### src/rtl/serial_subtractor.sv
// Bit-serial N-bit subtractor (diff = a - b, LSB first) with a start/busy/done handshake.
// Optional signed-overflow flag on port ovf when SUB_SIGNED_OVF_EN is defined.
module serial_subtractor #(
  parameter int N = 8
) (
  input  logic         clk,
  input  logic         rst,
  input  logic         start,
  input  logic [N-1:0] a,
  input  logic [N-1:0] b,
  output logic         busy,
  output logic         done,
  output logic [N-1:0] diff,
  output logic         borrow,
`ifdef SUB_SIGNED_OVF_EN
  output logic         ovf,
`endif
  output logic         zero
);

  localparam int CW = $clog2(N);

  // Handshake: start is accepted only on an edge where the state is IDLE or DONE;
  // busy is high exactly in RUN; done pulses for the single DONE cycle and the
  // result outputs are valid from that cycle until the next completing edge.
  typedef enum logic [1:0] {
    IDLE = 2'd0,
    RUN  = 2'd1,
    DONE = 2'd2
  } state_e;

  state_e         state_q, state_d;
  logic [N-1:0]   sa_q, sb_q;
  logic [N-2:0]   wd_q;
  logic           br_q;
  logic [CW-1:0]  cnt_q;
  logic           accept, last, d_bit, br_next;
  logic [N-1:0]   wd_full;

  assign accept  = start && ((state_q == IDLE) || (state_q == DONE));
  assign last    = (state_q == RUN) && (cnt_q == CW'(N - 1));
  assign d_bit   = sa_q[0] ^ sb_q[0] ^ br_q;
  assign br_next = (~sa_q[0] & sb_q[0]) | (~(sa_q[0] ^ sb_q[0]) & br_q);
  // wd_q only keeps the N-1 already-computed bits; the final bit joins on the last edge.
  assign wd_full = {d_bit, wd_q};

  always_ff @(posedge clk) begin
    if (rst) state_q <= IDLE;
    else     state_q <= state_d;
  end

  always_comb begin
    state_d = state_q;
    case (state_q)
      IDLE:    if (start) state_d = RUN;
      RUN:     if (last)  state_d = DONE;
      DONE:    state_d = start ? RUN : IDLE;
      default: state_d = IDLE;
    endcase
  end

  always_comb begin
    busy = 1'b0;
    done = 1'b0;
    case (state_q)
      RUN:     busy = 1'b1;
      DONE:    done = 1'b1;
      default: ;
    endcase
  end

  always_ff @(posedge clk) begin
    if (rst) begin
      sa_q   <= '0;
      sb_q   <= '0;
      wd_q   <= '0;
      br_q   <= 1'b0;
      cnt_q  <= '0;
      diff   <= '0;
      borrow <= 1'b0;
      zero   <= 1'b0;
    end else if (accept) begin
      sa_q  <= a;
      sb_q  <= b;
      wd_q  <= '0;
      br_q  <= 1'b0;
      cnt_q <= '0;
    end else if (state_q == RUN) begin
      sa_q <= {1'b0, sa_q[N-1:1]};
      sb_q <= {1'b0, sb_q[N-1:1]};
      wd_q <= wd_full[N-1:1];
      br_q <= br_next;
      if (last) begin
        diff   <= wd_full;
        borrow <= br_next;
        zero   <= (wd_full == '0);
      end else begin
        cnt_q <= cnt_q + CW'(1);
      end
    end
  end

`ifdef SUB_SIGNED_OVF_EN
  logic [1:0] msb_q;  // {a[N-1], b[N-1]} of the operation in flight

  always_ff @(posedge clk) begin
    if (rst) begin
      msb_q <= 2'b00;
      ovf   <= 1'b0;
    end else begin
      if (accept) msb_q <= {a[N-1], b[N-1]};
      if (last)   ovf   <= (msb_q[1] ^ msb_q[0]) & (d_bit ^ msb_q[1]);
    end
  end
`endif

endmodule

### config.mk
export PLATFORM = sky130hd
export DESIGN_NAME = serial_subtractor
export DESIGN_NICKNAME = d
export VERILOG_FILES = /design/src/rtl/serial_subtractor.sv
export SDC_FILE = /design/constraint.sdc
export NUM_CORES = 1
export LEC_CHECK = 0
export BUFFER_PORTS_ARGS = -buffer_cell sky130_fd_sc_hd__buf_2
export CAP_MARGIN = 20
export CORE_ASPECT_RATIO = 1.25
export CORE_MARGIN = 10
export CORE_UTILIZATION = 40
export DETAILED_ROUTE_END_ITERATION = 10
export GPL_ROUTABILITY_DRIVEN = 0
export PLACE_DENSITY = 0.63
export SKIP_LAST_GASP = 1
export SYNTH_ARGS = -nofsm -noshare
export SYNTH_HDL_FRONTEND = slang
export SYNTH_SLANG_ARGS = --single-unit
export TNS_END_PERCENT = 30
### constraint.sdc
create_clock -name clk -period 3.7 [get_ports clk]
set_clock_uncertainty 0.05 [all_clocks]
set_input_delay 0.925 -clock clk [delete_from_list [all_inputs] [get_ports clk]]
set_output_delay 0.925 -clock clk [all_outputs]
set_load 0.05 [all_outputs]
; ---- After elaboration in Yosys (flattened, before gate mapping)
; Cells that the tools add are included.
[word_totals]
regBits = 39
inputBits = 19
[op_classes]
add_sub_neg = 1
n_eq_ne = 5
mux = 10
n_bitwise = 9
n_reduce_logical = 10
[op_table]
columns = cell, n
row1 = 2-to-1 mux 8 bit, 4
row2 = zero test 8 bit, 1
row3 = one-hot mux 2 bit (3 select lines), 1
row4 = 2-to-1 mux 2 bit, 2
row5 = "inequality test 2 bit, second input constant", 2
row6 = NOT 1 bit, 4
row7 = AND reduction 2 bit, 2
row8 = "adder 3 x 1 -> 3 bit, second input constant", 1
row9 = "== test 3 bit, second input constant", 1
row10 = 2-to-1 mux 1 bit, 3
row11 = AND reduction 3 bit, 1
row12 = bitwise AND 1 bit, 2
row13 = "== test 2 x 1 -> 1 bit, second input constant", 1
row14 = "== test 2 bit, second input constant", 1
row15 = logical AND 1 bit, 2
row16 = zero test 2 bit, 1
row17 = nonzero test 2 bit, 1
row18 = OR reduction 2 bit, 1
row19 = bitwise XOR 1 bit, 2
row20 = logical OR 1 bit, 1
row21 = bitwise OR 1 bit, 1

; ---- Depth between registers and ports, before layout
[depth]
word_depth = 5
mapped_depth = 6
ltp_nobuf = 5

; ---- Least setup slack after synthesis
; Ideal clock, no wire load.
[synth_path]
path_kind = register -> output
from = register state_q[1]
to = output done
arrival_time_ns = 1.078
required_ns = 2.725
slack_ns = 1.647
stages_incl_launch_ff = 2
path_buffers = 0
path_cell_list = dfxtp_1 nor2b_1
[synth_via]
elab_chain_cells = 2
[synth_lines]
columns = element, line_no
row1 = from (decl), 32  ; state_e state_q, state_d;
row2 = from (signal assigned), 49  ; else state_q <= state_d;
row3 = == test 2 bit, 65  ; case (state_q)
row4 = 2-to-1 mux 1 bit, 65
row5 = to (decl), 12  ; output logic done,
; No other way between the ends.

; ---- Final worst setup path
[layout_path]
from = register state_q[0]
to = output busy
[layout_via]
elab_chain_cells = 2
[layout_lines]
columns = element, line_no
row1 = == test 2 x 1 -> 1 bit, 65
row2 = 2-to-1 mux 1 bit, 65
row3 = to (decl), 11  ; output logic busy,
; No other way between the ends.

==> impl_metrics.env <==
export IMPL_outcome="complete, no violations"
export IMPL_fin_nets=230
export IMPL_path_max_fanout=26
export IMPL_yosysSeqAreaShare_pct=50.3
export IMPL_whs_ns=0.400
export IMPL_syn_to_final_growth_pct=15.1
export IMPL_maxCapViolCount=0
export IMPL_switching_power_mw=0.205
export IMPL_reg2reg_slack_ns=2.12
export IMPL_first_pass_iters=4
export IMPL_holdPathStages=2
export IMPL_drt_wirelength_per_cell_um=13.4
export IMPL_hp_class="reg2reg"
export IMPL_hold_start="diff[6]$_SDFFE_PP0P_"
export IMPL_drv_slew=0
export IMPL_max_freq_mhz=395
export IMPL_cts_tree="yes"
export IMPL_start_util_pct=41.3
export IMPL_powerDensity_nw_per_um2=476
export IMPL_ant_nets=0
export IMPL_grt_pass1_vias=1322
export IMPL_synth_area_um2=1550
export IMPL_rsz0062_at_grt="no"
export IMPL_synth_fp_nets=204
export IMPL_overflow=0
export IMPL_power_frac_comb_pct=10.8
export IMPL_arrival_ns=1.55
export IMPL_post_cts_resize_count=0
export IMPL_peakVddDrop_v=0.000267
export IMPL_ios=31
export IMPL_synthArstFlopShare_pct=0
export IMPL_num_vias=1324
export IMPL_worstMarginPinSlew_ns=0.858
export IMPL_cp_required_ns=2.72
export IMPL_die_h_um=89.6
export IMPL_rows=25
export IMPL_antenna_found_initial=0
export IMPL_period_share_pct=68.4
export IMPL_p_int_mw=0.644
export IMPL_grt_usage_pct=10.8
export IMPL_hpwl_um=2310
export IMPL_synth_top_area_share_pct=50.3
export IMPL_port_buffers=30
export IMPL_chipWidth_um=75.7
export IMPL_startpoint_type="register"
export IMPL_numCtsBuffers=5
export IMPL_regToRegEndpoint="borrow$_SDFFE_PP0P_"
export IMPL_pwr_share_clk_pct=36.3
export IMPL_fin_tns_setup_ns=0
export IMPL_power_frac_seq_pct=52.9
export IMPL_dominantRegCellSynth="dfxtp_1"
export IMPL_hold_end="diff[6]$_SDFFE_PP0P_"
export IMPL_clkTransAtPathRegs_ns=0.07
export IMPL_synthesis_instances=182
export IMPL_drc=0
export IMPL_cts_root_buf="clkbuf_8"
export IMPL_viasPerCell=5.32
export IMPL_setup_viol=0
export IMPL_grt_max_degree=30
export IMPL_synth_area_leader_cell="dfxtp_1"
export IMPL_synth_most_common_cell="nand2_1"
export IMPL_drtIter0Drc=48
export IMPL_reg2reg_from="cnt_q[0]$_SDFFE_PP0P_"
export IMPL_diodes=0
export IMPL_criticalPathCategory="reg2out"
export IMPL_synth_edff_count=0
export IMPL_p_total_mw=0.850
export IMPL_period_needed_ns=2.53
export IMPL_grt_pass1_wl_um=5720
export IMPL_dieArea_um2=6790
export IMPL_clk_latency_ns=0.29
export IMPL_max_slew_margin_pct=42.7
export IMPL_finalHoldViolCount=0
export IMPL_syn_area_per_cell_um2=8.52
export IMPL_yosysWarningCount=0
export IMPL_wl_um=3330
export IMPL_h_tree_depth=2
export IMPL_r2r_cells=5
export IMPL_cts_hold_buf=0
export IMPL_clockBufferDepth=2
export IMPL_post_cts_buffers=0
export IMPL_cts_sinks=39
export IMPL_synth_seq_cells=39
export IMPL_drive_above_1_share_pct=20.1
export IMPL_end_kind="output pin"
export IMPL_synth_area_top_cells="dfxtp_1 50%, nand2_1 11%, a21oi_1 6.8%"
export IMPL_coreArea_um2=3750
export IMPL_cellLeakagePower_nw=0.697
export IMPL_ys_types=29
export IMPL_ys_top_cells_by_count="44 x nand2_1, 39 x dfxtp_1, 21 x a21oi_1"
export IMPL_power_switching_share_pct=24.2
-- per-stage QoR --
| stage | utilization [%] | std cells | area [um2] | worst slack [ns] |
|---|---|---|---|---|
| 3_3_place_gp | 44.9 | 241 | 1690 | 1.50 |
| 2_1_floorplan | - | 182 | 1550 | 1.65 |
| 6_report | 47.6 | 249 | 1790 | 1.17 |
| 5_1_grt | 47.6 | 249 | 1790 | 1.06 |
| 4_1_cts | 47.6 | 249 | 1790 | 1.16 |
| 3_5_place_dp | 44.9 | 241 | 1690 | 1.48 |
-- cells by family (layout without fill, tap and decap cells) --
kind of cell	Yosys count	after routing	share of synthesized area, %
adders and majority gates	3	3	2.90
and+or+nand+nor	82	82	23.5
buffers and inverters	16	43	6.13
DFF	39	39	50.3
xor gates and xnor gates	1	1	0.565
muxes	1	1	0.645
AOI/OAI and AO/OA	40	40	16.0
-- power groups by stage --
stage,sequential [mW],combinational [mW],clock (mW)
after floorplan,0.456,0.0746,0
after global placement,0.459,0.0913,0
after detailed placement,0.459,0.0917,0
after CTS,0.449,0.0923,0.320
after global routing,0.452,0.103,0.338
final,0.450,0.0914,0.309
-- layer usage --
metal / vias to the layer above / GRT usage, % / share of wire (%)
li1: 685 / - / -
met1: 599 / 11.7 / 48
met2: 34 / 17.7 / 43
met3: 6 / 4.73 / 7.4
met4: 0 / 5.25 / 1.7
met5: - / 0 / 0
-- cell type report --
class,instances,area [um2]
fillers,385,1970
flip-flops and latches,39,781
multi-input cells,127,676
repair buffers,32,165
clock buffers,8,100
well taps,40,50.0
inverters,3,13.8
-- sequential cells by signal, summed over array words and instances, names as in the netlist --
name / count
diff: 8
zero: 1
br_q: 1
wd_q: 7
sb_q: 8
borrow: 1
sa_q: 8
cnt_q: 3
state_q: 2
-- critical path, stage by stage, from the launching register on --
cell and delay [ns]:
dfxtp_1 0.42, nand2b_1 0.07, buf_4 0.22, inv_4 0.22, buf_2 0.31
-- worst max path at each step --
stage,from,endpoint,cells past startpoint
2_1_floorplan,state_q[1]$_SDFFE_PP0P_,done,1
3_3_place_gp,state_q[0]$_SDFFE_PP0P_,busy,4
3_5_place_dp,state_q[0]$_SDFFE_PP0P_,busy,4
4_1_cts,state_q[0]$_SDFFE_PP0P_,busy,4
5_1_grt,state_q[0]$_SDFFE_PP0P_,busy,4
6_report,state_q[0]$_SDFFE_PP0P_,busy,4
-- cell usage in the layout, fill, tap and decap left out, types with 2 or more instances in the layout --
cell type	synthesis	final
ha_1	2	2
nor2_1	11	11
inv_1	2	2
clkbuf_8	0	7
a311oi_1	5	5
o21ai_0	2	2
buf_2	5	30
nand2_1	44	44
a21oi_1	21	21
o22ai_1	7	7
nor4_1	2	2
a22oi_1	2	2
nand2b_1	3	3
nor3_1	13	13
nor2b_1	2	2
dfxtp_1	39	39
buf_4	3	2
nand3_1	4	4
a211oi_1	2	2
Power figures use the tool's default switching activity.
